## src/rtl/tx_sched_pkg.sv

```systemverilog
// Shared constants for the transmit frame scheduler: FSM encoding, default sizing, clog2 helper.
package tx_sched_pkg;

  localparam logic [1:0] IDLE = 2'd0;
  localparam logic [1:0] LOAD = 2'd1;
  localparam logic [1:0] SEND = 2'd2;
  localparam logic [1:0] GAP  = 2'd3;

  localparam int DEF_N_REQ      = 4;
  localparam int DEF_DATA_W     = 8;
  localparam int DEF_TIMEOUT    = 31;
  localparam int DEF_GAP_CYCLES = 2;

  // Never returns less than 1 so single-entry indices still get a real bit.
  function automatic int clog2(input int v);
    int r;
    r = 0;
    while ((1 << r) < v) r++;
    return (r < 1) ? 1 : r;
  endfunction

endpackage

```

## src/rtl/tx_frame_scheduler_if.sv

```systemverilog
// Producer + transmitter pins of the scheduler; slave = scheduler view, master = environment view.
interface tx_frame_scheduler_if import tx_sched_pkg::*; #(
  parameter int N_REQ  = DEF_N_REQ,
  parameter int DATA_W = DEF_DATA_W
) ();
  localparam int ID_W = clog2(N_REQ);

  logic [N_REQ-1:0]        req;
  logic [N_REQ*DATA_W-1:0] req_data;
  logic [N_REQ-1:0]        grant;
  logic [N_REQ-1:0]        ack;
  logic                    err;
  logic                    busy;
  logic [ID_W-1:0]         cur_id;
  logic                    tx_start;
  logic [DATA_W-1:0]       tx_data;
  logic                    tx_done;

  modport master (
    output req, req_data, tx_done,
    input  grant, ack, err, busy, cur_id, tx_start, tx_data
  );

  modport slave (
    input  req, req_data, tx_done,
    output grant, ack, err, busy, cur_id, tx_start, tx_data
  );
endinterface

```

## src/rtl/tx_frame_scheduler_rr_pick.sv

```systemverilog
// Combinational round-robin picker: first asserted req searching upward from ptr, wrapping mod N_REQ.
module rr_pick import tx_sched_pkg::*; #(
  parameter int N_REQ = DEF_N_REQ,
  parameter int ID_W  = clog2(DEF_N_REQ)
) (
  input  logic [N_REQ-1:0] req_i,
  input  logic [ID_W-1:0]  ptr_i,
  output logic [ID_W-1:0]  idx_o,
  output logic             vld_o
);
  logic [ID_W-1:0] j;

  // Walk from the farthest offset back toward ptr so the nearest hit is written last.
  always_comb begin
    idx_o = '0;
    vld_o = 1'b0;
    j     = '0;
    for (int i = N_REQ - 1; i >= 0; i--) begin
      j = ID_W'((int'(ptr_i) + i) % N_REQ);
      if (req_i[j]) begin
        idx_o = j;
        vld_o = 1'b1;
      end
    end
  end
endmodule

```

## src/rtl/tx_frame_scheduler.sv

```systemverilog
// Shares one serial transmitter among N_REQ producers: round-robin grant, LOAD/SEND/GAP sequencing.
// Grant one cycle after req seen in IDLE, tx_start one cycle later; producers hold req until ack.
module tx_frame_scheduler import tx_sched_pkg::*; #(
  parameter int N_REQ      = DEF_N_REQ,
  parameter int DATA_W     = DEF_DATA_W,
  parameter int TIMEOUT    = DEF_TIMEOUT,
  parameter int GAP_CYCLES = DEF_GAP_CYCLES
) (
  input logic                 clock,
  input logic                 reset,
  tx_frame_scheduler_if.slave bus
);
  localparam int ID_W  = clog2(N_REQ);
  localparam int CNT_W = clog2(TIMEOUT + GAP_CYCLES + 1);

  logic [1:0]        state_q, state_d;
  logic [ID_W-1:0]   ptr_q, ptr_d;
  logic [CNT_W-1:0]  cnt_q, cnt_d;
  logic [N_REQ-1:0]  grant_q, grant_d;
  logic [N_REQ-1:0]  ack_q, ack_d;
  logic              err_q, err_d;
  logic              busy_q, busy_d;
  logic [ID_W-1:0]   cur_id_q, cur_id_d;
  logic              tx_start_q, tx_start_d;
  logic [DATA_W-1:0] tx_data_q, tx_data_d;

  logic [ID_W-1:0]   winner;
  logic              win_vld;
  logic [DATA_W-1:0] req_bytes [N_REQ];

  always_comb begin
    for (int i = 0; i < N_REQ; i++) req_bytes[i] = bus.req_data[i*DATA_W +: DATA_W];
  end

  rr_pick #(.N_REQ(N_REQ), .ID_W(ID_W)) u_pick (
    .req_i (bus.req),
    .ptr_i (ptr_q),
    .idx_o (winner),
    .vld_o (win_vld)
  );

  always_ff @(posedge clock) begin
    if (reset) begin
      state_q    <= IDLE;
      ptr_q      <= '0;
      cnt_q      <= '0;
      grant_q    <= '0;
      ack_q      <= '0;
      err_q      <= 1'b0;
      busy_q     <= 1'b0;
      cur_id_q   <= '0;
      tx_start_q <= 1'b0;
      tx_data_q  <= '0;
    end else begin
      state_q    <= state_d;
      ptr_q      <= ptr_d;
      cnt_q      <= cnt_d;
      grant_q    <= grant_d;
      ack_q      <= ack_d;
      err_q      <= err_d;
      busy_q     <= busy_d;
      cur_id_q   <= cur_id_d;
      tx_start_q <= tx_start_d;
      tx_data_q  <= tx_data_d;
    end
  end

  // A done arriving on the final counted cycle still wins over the timeout.
  always_comb begin
    state_d = state_q;
    case (state_q)
      IDLE:    if (win_vld) state_d = LOAD;
      LOAD:    state_d = SEND;
      SEND:    if (bus.tx_done || cnt_q == CNT_W'(TIMEOUT)) state_d = GAP;
      GAP:     if (cnt_q == CNT_W'(GAP_CYCLES - 1)) state_d = IDLE;
      default: state_d = IDLE;
    endcase
  end

  // Outputs are computed from the next state so every port comes straight off a flop.
  always_comb begin
    ptr_d     = ptr_q;
    cur_id_d  = cur_id_q;
    tx_data_d = tx_data_q;
    if (state_q == IDLE && win_vld) begin
      cur_id_d  = winner;
      tx_data_d = req_bytes[winner];
      ptr_d     = (int'(winner) == N_REQ - 1) ? '0 : winner + ID_W'(1);
    end
    cnt_d = '0;
    if ((state_q == SEND || state_q == GAP) && state_d == state_q) cnt_d = cnt_q + CNT_W'(1);
    grant_d    = (state_d == LOAD || state_d == SEND) ? (N_REQ'(1) << cur_id_d) : '0;
    ack_d      = (state_q == SEND && bus.tx_done) ? (N_REQ'(1) << cur_id_q) : '0;
    err_d      = (state_q == SEND) && !bus.tx_done && (cnt_q == CNT_W'(TIMEOUT));
    busy_d     = (state_d != IDLE);
    tx_start_d = (state_d == SEND);
  end

  assign bus.grant    = grant_q;
  assign bus.ack      = ack_q;
  assign bus.err      = err_q;
  assign bus.busy     = busy_q;
  assign bus.cur_id   = cur_id_q;
  assign bus.tx_start = tx_start_q;
  assign bus.tx_data  = tx_data_q;
endmodule

```

## src/flat_wrapper.sv

```systemverilog
// flat-port wrapper written by rule: the top's interface ports become plain ports
module tx_frame_scheduler_flat import tx_sched_pkg::*;
#(
  parameter int N_REQ      = DEF_N_REQ,
  parameter int DATA_W     = DEF_DATA_W,
  parameter int TIMEOUT    = DEF_TIMEOUT,
  parameter int GAP_CYCLES = DEF_GAP_CYCLES
)
  (clock, reset, bus_req, bus_req_data, bus_tx_done, bus_grant, bus_ack, bus_err, bus_busy, bus_cur_id, bus_tx_start, bus_tx_data);
  tx_frame_scheduler_if #(.N_REQ(N_REQ), .DATA_W(DATA_W)) bus_i ();
  input logic clock;
  input logic reset;
  input wire logic [$bits(bus_i.req)-1:0] bus_req;
  input wire logic [$bits(bus_i.req_data)-1:0] bus_req_data;
  input wire logic [$bits(bus_i.tx_done)-1:0] bus_tx_done;
  output wire logic [$bits(bus_i.grant)-1:0] bus_grant;
  output wire logic [$bits(bus_i.ack)-1:0] bus_ack;
  output wire logic [$bits(bus_i.err)-1:0] bus_err;
  output wire logic [$bits(bus_i.busy)-1:0] bus_busy;
  output wire logic [$bits(bus_i.cur_id)-1:0] bus_cur_id;
  output wire logic [$bits(bus_i.tx_start)-1:0] bus_tx_start;
  output wire logic [$bits(bus_i.tx_data)-1:0] bus_tx_data;
  assign bus_i.req = bus_req;
  assign bus_i.req_data = bus_req_data;
  assign bus_i.tx_done = bus_tx_done;
  assign bus_grant = bus_i.grant;
  assign bus_ack = bus_i.ack;
  assign bus_err = bus_i.err;
  assign bus_busy = bus_i.busy;
  assign bus_cur_id = bus_i.cur_id;
  assign bus_tx_start = bus_i.tx_start;
  assign bus_tx_data = bus_i.tx_data;
  tx_frame_scheduler #(.N_REQ(N_REQ), .DATA_W(DATA_W), .TIMEOUT(TIMEOUT), .GAP_CYCLES(GAP_CYCLES)) u_core (.clock(clock), .reset(reset), .bus(bus_i));
endmodule
```

## config.mk

```make
export PLATFORM = sky130hd
export DESIGN_NAME = tx_frame_scheduler_flat
export DESIGN_NICKNAME = d
export VERILOG_FILES = /design/src/rtl/tx_sched_pkg.sv /design/src/rtl/tx_frame_scheduler_if.sv /design/src/rtl/tx_frame_scheduler_rr_pick.sv /design/src/rtl/tx_frame_scheduler.sv /design/src/flat_wrapper.sv
export SDC_FILE = /design/constraint.sdc
export NUM_CORES = 1
export LEC_CHECK = 0
export ABC_AREA = 1
export CORE_ASPECT_RATIO = 1.5
export CORE_UTILIZATION = 40
export DETAILED_ROUTE_END_ITERATION = 10
export GPL_ROUTABILITY_DRIVEN = 0
export HOLD_SLACK_MARGIN = 0.03
export PLACE_DENSITY = 0.77
export SETUP_SLACK_MARGIN = 0.4
export SYNTH_ARGS = -nofsm -noshare
export SYNTH_HDL_FRONTEND = slang
export SYNTH_SLANG_ARGS = --single-unit
```

## constraint.sdc

```tcl
create_clock -name clock -period 2.2 [get_ports clock]
set_clock_uncertainty 0.1 [all_clocks]
set_input_delay 0.44 -clock clock [delete_from_list [all_inputs] [get_ports clock]]
set_output_delay 0.44 -clock clock [all_outputs]
set_load 0.02 [all_outputs]
```

==> flow_summary.ini, run 1 <==
[run_status]
outcome = finished, final reports clean

[clock_tree]
numCtsBuffers = 5
h-tree-depth = 2
cts_hold_buf = 0
path_clk_slew_ns = 0.07
cts_num_sinks = 31
insertion_delay_ns = 0.28
cts_tree = yes
clk_path_buf_depth = 2
clk_root_buffer_cell = clkbuf_8

[synthesis]
syn-num-nets = 288
synth_top_area_share_pct = 36.52
post_synth_main_area_contributors = dfxtp_1 37%, nand2_1 14%, nor2_1 11%
syn_inst = 245
async_reset_ff_share_pct = 0
avgSynthCellArea_sq_um = 6.935
synth-seq-area-share_pct = 36.52
dominantRegCellSynth = dfxtp_1
yosysUniqueCellTypes = 28
synth-edff-count = 0
synth-seq-cells = 31
yosys.area.top_type = dfxtp_1
synth_area_sq_um = 1699
ys_warn_count = 0

[floorplan]
row_count = 28
core_area_sq_um = 3994
fp.dieW_um = 55.22
ios = 60
initial_core_util_pct = 42.54
die-area_sq_um = 4518
die-height_um = 81.83

[layout]
n_fill_cell = 335
instances_no_fill = 375
drive_above_1_share_pct = 29.09
final_cell_mix = 53 x nand2_1, 47 x clkdlybuf4s50_1, 45 x nor2_1
multi_input_area_sq_um = 1109
regArea_sq_um = 630.6
nets = 372
synthToLayoutAreaGrowth_pct = 66.64
layout_commonest_cell = nand2_1
antennaDiodeCount = 0

[sta]
finalHoldWorstSlack_ns = 0.3604
slew_headroom_pct = 80.35
fin_crit_sh_pct = 85.76
fin_crit_ns = 1.887
drv_slew = 0
rsz0062_at_grt = yes
clock.fmax_ghz = 0.5300
setup_viol_count_final = 0
final-hold-violation-count = 0
tightest_slew_ns = 0.2937

[power_and_ir_drop]
p_total_w = 0.004003
pwr_density_cell_nw_per_um2 = 1414
peakVddDrop_v = 0.001119
p_leak_nw = 1.327

[routing]
wirelength_um = 4698
wl_per_cell_um = 12.53
remaining_drc_errors = 0
vias_per_cell = 4.952
first_pass_iters = 4
drt-initial-drc-count = 34
vias = 1857
drt.antenna.violating_nets = 0

[setup_path]
path_delay_family = simple AND/OR/NAND/NOR gates
cp_slowest_cell = dfxtp_4
arrival_ns = 2.02
slowest_delay_ns = 0.41
critPathBufInv = 2
start_kind = flip-flop
crit_fanout = 6
cp_cell_sequence = buf_6 > nand2_4 > nand3_4 > nand3_2 > nand3b_4 > nand2_4 > inv_4 > nor2_4 > ha_4 > nor2_4 > nand3_2 > nor2_1
endpoint_kind = flip-flop
required_ns = 2.33
crit_type = flip-flop to flip-flop

[global_route]
grt_antenna_before_repair = 0
grt_pass1_wl_um = 7203
grt_max_degree = 16
grt_overflow_total = 0
grt.total_usage_pct = 20.41
grt_pass1_vias = 1729

[placed_design]
port_buffers = 59
hpwl_um = 3020
dp_cells = 357

[hold_path]
hp-class = flip-flop to flip-flop

[job]
maxCapViolations = 0
-- stage by stage --
stage	worst slack, ns	utilization (%)	setup TNS [ns]	cell area [sq um]
floorplan	0.2591	-	0	1738
global placement	-0.09454	60.81	-0.9253	2429
detailed placement	-0.1433	60.81	-1.346	2429
CTS	0.3531	67.61	0	2700
global route	0.1642	70.90	0	2831
finish	0.3132	70.90	0	2831
-- layout make-up --
type / instances / area share, %
well taps: 45 / 1.989
inverters: 26 / 3.712
multi-input cells: 182 / 39.15
clock inverters: 2 / 1.237
repair buffers: 83 / 28.72
clock buffers: 6 / 2.916
flip-flops and latches: 31 / 22.27
-- report_power, final --
group          switching (W)  internal, W
sequential          0.000110     0.000715
clock               0.000215     0.000366
combinational        0.00144      0.00115
-- synth_stat cells (4+ instances only) --
cell type,count
a21oi_1,10
nor2_1,51
nand2_1,62
o21ai_0,4
ha_1,4
dfxtp_1,31
inv_2,4
nand3_1,22
inv_1,21
nand2_2,7
-- layer usage --
layer  up-vias  share of wire, %  GRT usage [%]
li1        931                 -              -
met1       856                35          19.13
met2        58                58          41.81
met3        12               3.7          4.094
met4         0               2.9          9.500
met5         -                 0              0
-- repair_timing --
item | 4_1_cts | 5_1_grt
gates resized for setup | 36 | 28
setup buffers | 6 | 4
setup endpoints to repair | 19 | 23
endpoints found under the hold margin | 0 | 0
pin swaps | 11 | 13
-- logic make-up after synthesis --
| group | after synthesis | synth area share (%) |
|---|---|---|
| and+or+nand+nor | 158 | 44.11 |
| adders and majority gates | 4 | 2.946 |
| DFF | 31 | 36.52 |
| buffers and inverters | 32 | 9.647 |
| xor gates and xnor gates | 3 | 1.547 |
| AOI/OAI and AO/OA | 17 | 5.229 |
-- sequential cells by signal, indices dropped and copies added, names as in the netlist --
signal,flops
u_core.ptr_q,2
u_core.bus.cur_id,2
u_core.bus.tx_data,8
u_core.bus.busy,1
u_core.cnt_q,6
u_core.bus.grant,4
u_core.state_q,2
u_core.bus.ack,4
u_core.bus.err,1
u_core.bus.tx_start,1
-- worst reg2reg max path: stages (launching register included) --
cell,delay [ns]
dfxtp_4,0.41
buf_6,0.15
nand2_4,0.07
nand3_4,0.09
nand3_2,0.09
nand3b_4,0.17
nand2_4,0.09
inv_4,0.05
nor2_4,0.12
ha_4,0.21
nor2_4,0.09
nand3_2,0.09
nor2_1,0.10
-- path summary, 6_finish.rpt --
check	from	end	slack [ns]	cells past startpoint
worst max-delay path	u_core.ptr_q[0]	u_core.bus.grant[3]	0.31	12
worst min-delay path	u_core.bus.cur_id[0]	u_core.bus.ack[2]	0.36	1
worst max register to register	u_core.ptr_q[0]	u_core.bus.grant[3]	0.31	12
worst min register to register	u_core.bus.cur_id[0]	u_core.bus.ack[2]	0.36	1
Power figures use the tool's default switching activity.
==> run 2, diff against run 1 <==
--- a/config.mk
+++ b/config.mk
@@ -6,12 +6,14 @@
 export NUM_CORES = 1
 export LEC_CHECK = 0
 export ABC_AREA = 1
+export ABC_CLOCK_PERIOD_IN_PS = 2200
 export CORE_ASPECT_RATIO = 1.5
-export CORE_UTILIZATION = 40
+export CORE_UTILIZATION = 42
+export CTS_BUF_LIST = sky130_fd_sc_hd__clkbuf_4 sky130_fd_sc_hd__clkbuf_8
 export DETAILED_ROUTE_END_ITERATION = 10
 export GPL_ROUTABILITY_DRIVEN = 0
 export HOLD_SLACK_MARGIN = 0.03
-export PLACE_DENSITY = 0.77
+export PLACE_DENSITY = 0.8
 export SETUP_SLACK_MARGIN = 0.4
 export SYNTH_ARGS = -nofsm -noshare
 export SYNTH_HDL_FRONTEND = slang
==> flow_summary.ini, run 2 (synthesized netlist as in run 1, its figures left out) <==
[floorplan]
row_count = 28
initial_core_util_pct = 43.30
die-area_sq_um = 4309
die-height_um = 79.90
fp.dieW_um = 53.93
ios = 60
core_area_sq_um = 3924

[placed_design]
place_area_sq_um = 2429
hpwl_um = 3003
dp_cells = 357
port_buffers = 59

[sta]
drv_slew = 0
clock.fmax_ghz = 0.5209
final-hold-violation-count = 0
slew_headroom_pct = 82.06
tightest_slew_ns = 0.2687
rsz0062_at_grt = yes
fin_crit_ns = 1.920
fin_crit_sh_pct = 87.26
setup_viol_count_final = 0

[setup_path]
crit_fanout = 6
r2r_slack_ns = 0.28
required_ns = 2.32
rr_endpoint = u_core.bus.grant[3]
start_kind = flip-flop
r2r_start = u_core.ptr_q[0]
startpoint = u_core.ptr_q[0]
endpoint_kind = flip-flop
crit_type = flip-flop to flip-flop
arrival_ns = 2.04
ff2ff_path_depth = 14

[layout]
largest_reg_flops = 8
nets = 385
final_cell_mix = 51 x nand2_1, 47 x clkdlybuf4s50_1, 44 x nor2_1
antennaDiodeCount = 0
instances_no_fill = 388
design_area_sq_um = 2927
drive_above_1_share_pct = 32.36
synthToLayoutAreaGrowth_pct = 72.24
layout_commonest_cell = nand2_1

[clock_tree]
cts_hold_buf = 0
cts_tree = yes
cts_num_sinks = 31
clk_path_buf_depth = 2
numCtsBuffers = 5
path_clk_slew_ns = 0.07
insertion_delay_ns = 0.28
h-tree-depth = 2
clk_root_buffer_cell = clkbuf_8

[power_and_ir_drop]
p_leak_nw = 1.394
p_comb_share_pct = 66.3
pwr-share-clk_pct = 11.9
switching_share_pct = 45.10
power.switching_w = 0.001697
peakVddDrop_v = 0.001157
pwr_density_cell_nw_per_um2 = 1286
p_int_w = 0.002066
seq_power_share_pct = 21.8

[global_route]
grt_max_degree = 16
grt_antenna_before_repair = 0
grt.total_usage_pct = 23.21
grt_pass1_vias = 1823
grt_overflow_total = 0
grt_pass1_wl_um = 7376

[routing]
vias_per_cell = 4.827
drt.antenna.violating_nets = 0
drt-initial-drc-count = 39
wl_per_cell_um = 12.15
remaining_drc_errors = 1
first_pass_iters = 7
wirelength_um = 4716
vias = 1873

[job]
maxCapViolations = 0

[run_status]
outcome = finished, violations left
violations = DRC

[hold_path]
min_to = u_core.bus.ack[2]
hold-path-cell-count = 1
hp-start = u_core.bus.cur_id[0]
hp-class = flip-flop to flip-flop
[run 2: cell type report]
class | count | area, sq um
fillers | 289 | 997.2
well taps | 45 | 56.30
clock buffers | 7 | 83.83
flip-flops and latches | 31 | 633.1
repair buffers | 96 | 924.6
clock inverters | 1 | 5.005
inverters | 26 | 105.1
multi-input cells | 182 | 1119
[run 2: power groups by stage]
stage | logic (W) | registers [W] | clock network [W]
final | 0.00249 | 0.000821 | 0.000448
after global routing | 0.00274 | 0.000837 | 0.000483
after CTS | 0.00228 | 0.000813 | 0.000456
after detailed placement | 0.00204 | 0.000833 | 0
after global placement | 0.00200 | 0.000832 | 0
after floorplan | 0.00134 | 0.000928 | 0
[run 2: worst max-delay path, stage by stage (launching register included)]
cell      delay, ns
dfxtp_4        0.38
buf_6          0.13
nand2_1        0.05
nand2_1        0.06
nand2_2        0.10
nand2_1        0.08
inv_2          0.09
nand3b_4       0.09
nand2_4        0.09
inv_4          0.04
nor2_4         0.12
ha_4           0.22
nor2_4         0.10
nand3_2        0.10
nor2_2         0.11
[run 2: timing repair]
action | 4_1_cts | 5_1_grt
buffers inserted | 18 | 5
endpoints found under the setup margin | 19 | 24
pin swaps | 18 | 16
resized for setup | 33 | 40
[run 2: how the worst max path moves through the flow]
stage                                to  slack [ns]
global placement    u_core.bus.grant[3]       -0.11
CTS                     u_core.cnt_q[4]        0.36
global route        u_core.bus.grant[3]        0.16
floorplan           u_core.bus.grant[2]        0.26
detailed placement  u_core.bus.grant[0]       -0.19
finish              u_core.bus.grant[3]        0.28
[run 2: metrics by stage]
step / power [W] / hold WS, ns / utilization (%) / worst slack [ns] / setup TNS [ns]
3_3_place_gp: 0.002835 / 0.3423 / 61.89 / -0.1060 / -0.9026
2_1_floorplan: 0.002266 / 0.3337 / - / 0.2591 / 0
4_1_cts: 0.003549 / 0.3713 / 69.93 / 0.3580 / 0
6_report: 0.003764 / 0.3646 / 74.59 / 0.2803 / 0
3_5_place_dp: 0.002874 / 0.3544 / 61.89 / -0.1871 / -1.508
5_1_grt: 0.004057 / 0.3966 / 74.59 / 0.1587 / 0
[run 2: layer usage]
metal  vias up  part of all wire, %  global-route usage (%)
met5         -                    0                       0
met4         0                  1.7                   9.474
met3         7                  2.5                   4.000
met2        48                   59                   44.81
met1       855                   37                   22.45
li1        963                    -                       -
==> run 3, diff against run 2 <==
--- a/config.mk
+++ b/config.mk
@@ -10,6 +10,7 @@
 export CORE_ASPECT_RATIO = 1.5
 export CORE_UTILIZATION = 42
 export CTS_BUF_LIST = sky130_fd_sc_hd__clkbuf_4 sky130_fd_sc_hd__clkbuf_8
+export CTS_CLUSTER_DIAMETER = 150
 export DETAILED_ROUTE_END_ITERATION = 10
 export GPL_ROUTABILITY_DRIVEN = 0
 export HOLD_SLACK_MARGIN = 0.03
==> results of run 3 <==
No change in the layout: final DEF, timing and power equal those of run 2.
==> RTL edit, RTL diff (flow settings as in run 2) <==
`DEF_N_REQ`: 4 -> 2.
--- a/src/rtl/tx_sched_pkg.sv
+++ b/src/rtl/tx_sched_pkg.sv
@@ -7,5 +7,5 @@
   localparam logic [1:0] GAP  = 2'd3;
 
-  localparam int DEF_N_REQ      = 4;
+  localparam int DEF_N_REQ      = 2;
   localparam int DEF_DATA_W     = 8;
   localparam int DEF_TIMEOUT    = 31;
Ports: changed (5 resized); port bits go from 60 to 37. The function was not compared with the original's and may differ.
==> RTL edit against run 2 <==
Cell area fell by 44%; area after synthesis shrank 31%; die area decreased by 30%; total power down 70%; cell count shrank 45%; synthesized cell count is 45% lower; first-iteration DRC count fell by 69%; sequential cell count down 6; routed wire length shrank 52%; clock power shrank 40%; via count shrank 47%; hold slack lost 0.027 ns; setup slack gained 0.17 ns.
==> RTL edit: results (changes against run 2) <==
| Metric | Value |
|---|---|
| Outcome | `finished, final reports clean` |
| Layout fillers | `230 (-20%)` |
| Slew headroom | `0.788 (-0.0329)` |
| Vias | `993 (-47%)` |
| Mean Syn Cell Area | `8.71 um^2 (+26%)` |
| Number of detailed-route iterations in the first pass | `4 (-3)` |
| Seq/Total Area, Yosys | `0.426 (+0.0603)` |
| Nets | `201 (-48%)` |
| Maximum fanout along the worst path | `2 (-4)` |
| Routed wirelength normalized by instance count | `10.7 um (-12%)` |
| Number of global-route vias before repair | `905 (-50%)` |
| Leading cell types by count after synthesis | `25 x sky130_fd_sc_hd__dfxtp_1, 22 x sky130_fd_sc_hd__nand2_1, 17 x sky130_fd_sc_hd__inv_1` |
| Gr usage total | `0.168 (-0.0639)` |
| M1 WL | `895 um (-48%)` |
| Amount of wire on met3 after detailed routing | `120 um (+0.84%)` |
| Cells taking the most area after synthesis | `sky130_fd_sc_hd__dfxtp_1 43%, sky130_fd_sc_hd__o211ai_2 8.5%, sky130_fd_sc_hd__nand2_1 7.0%` |
| Area after DPL | `0.00157 mm^2 (-35%)` |
| Post-synth net total | `160 (-44%)` |
| Dominant delay contributor by cell family on the critical path | `buffers and inverters` |
| 1st-iter DRT viols | `12 (-69%)` |
| Maximum number of pins on one net before global-route repair | `15 (-1)` |
| H-Tree Level Count | `1 (-1)` |
| First-pass GRT wire length | `3750 um (-49%)` |
| Pre-CTS setup slack | `0.166 ns (+0.353 ns)` |
| Total Power | `1.14 mW (-70%)` |
| Proportion of layout cells with a drive suffix above 1 | `0.263 (-0.0608)` |
| DP HPWL | `1860 um (-38%)` |
| Maximum resistive drop on vdd | `0.000412 V (-64%)` |
| Slowest stage delay, CP | `0.60 ns (+0.22 ns)` |
| CTS buffer count | `3 (-2)` |
| Clock transition at the registers of the reported paths | `0.09 ns (+0.02 ns)` |
| Filler-free cell count of the finished design | `212 (-45%)` |
| Number of buffer cells added on primary ports | `36 (-39%)` |
| Slowest CP cell | `sky130_fd_sc_hd__clkdlybuf4s50_1` |
## RTL edit: where the power goes
| part | internal (mW) | total [mW] | switching (mW) | leakage, nW |
|---|---|---|---|---|
| registers | 0.498 | 0.524 | 0.0266 | 0.207 |
| clock network | 0.127 | 0.269 | 0.143 | 0.0255 |
| logic | 0.160 | 0.350 | 0.191 | 0.535 |
| total | 0.784 | 1.14 | 0.360 | 0.767 |
## RTL edit: logic make-up (layout without fill, tap and decap cells)
family / count (synthesis) / count (layout) / share of synthesized area
XOR/XNOR: 4 / 4 / 0.0298
flip-flops: 25 / 25 / 0.426
buffers and inverters: 24 / 64 / 0.0989
AO/OA/AOI/OAI: 12 / 12 / 0.115
AND/OR/NAND/NOR: 66 / 66 / 0.288
adder cells (fa/ha/maj): 4 / 4 / 0.0426
## RTL edit: path summary, 6_finish.rpt
check,start,slack [ns],end,cells past startpoint
hold reg to reg,u_core.cnt_q[0],0.34,u_core.cnt_q[0],1
setup / recovery,u_core.bus.tx_data[7],0.45,bus_tx_data[7],1
setup reg to reg,u_core.cnt_q[0],0.52,u_core.bus.grant[1],8
hold / removal,u_core.cnt_q[0],0.34,u_core.cnt_q[0],1
## RTL edit: area by class of cell
cell class | instances | area [um^2] | area share
clock inverters | 1 | 5.00 | 0.00303
clock buffers | 3 | 41.3 | 0.0250
inverters | 21 | 83.8 | 0.0507
repair buffers | 39 | 392 | 0.237
flip-flops and latches | 25 | 505 | 0.306
multi-input cells | 86 | 579 | 0.350
well taps | 37 | 46.3 | 0.0280
## RTL edit: per-layer routing
metal  GRT usage  vias up
li1            -      501
met1       0.185      461
met2       0.295       29
met3      0.0488        2
met4      0.0606        0
met5           0        -
## RTL edit: repair_timing
item,CTS,global route
setup endpoints to repair,4,6
gates resized for setup,4,10
setup buffers,0,0
pin swaps,0,2
gates cloned,0,0
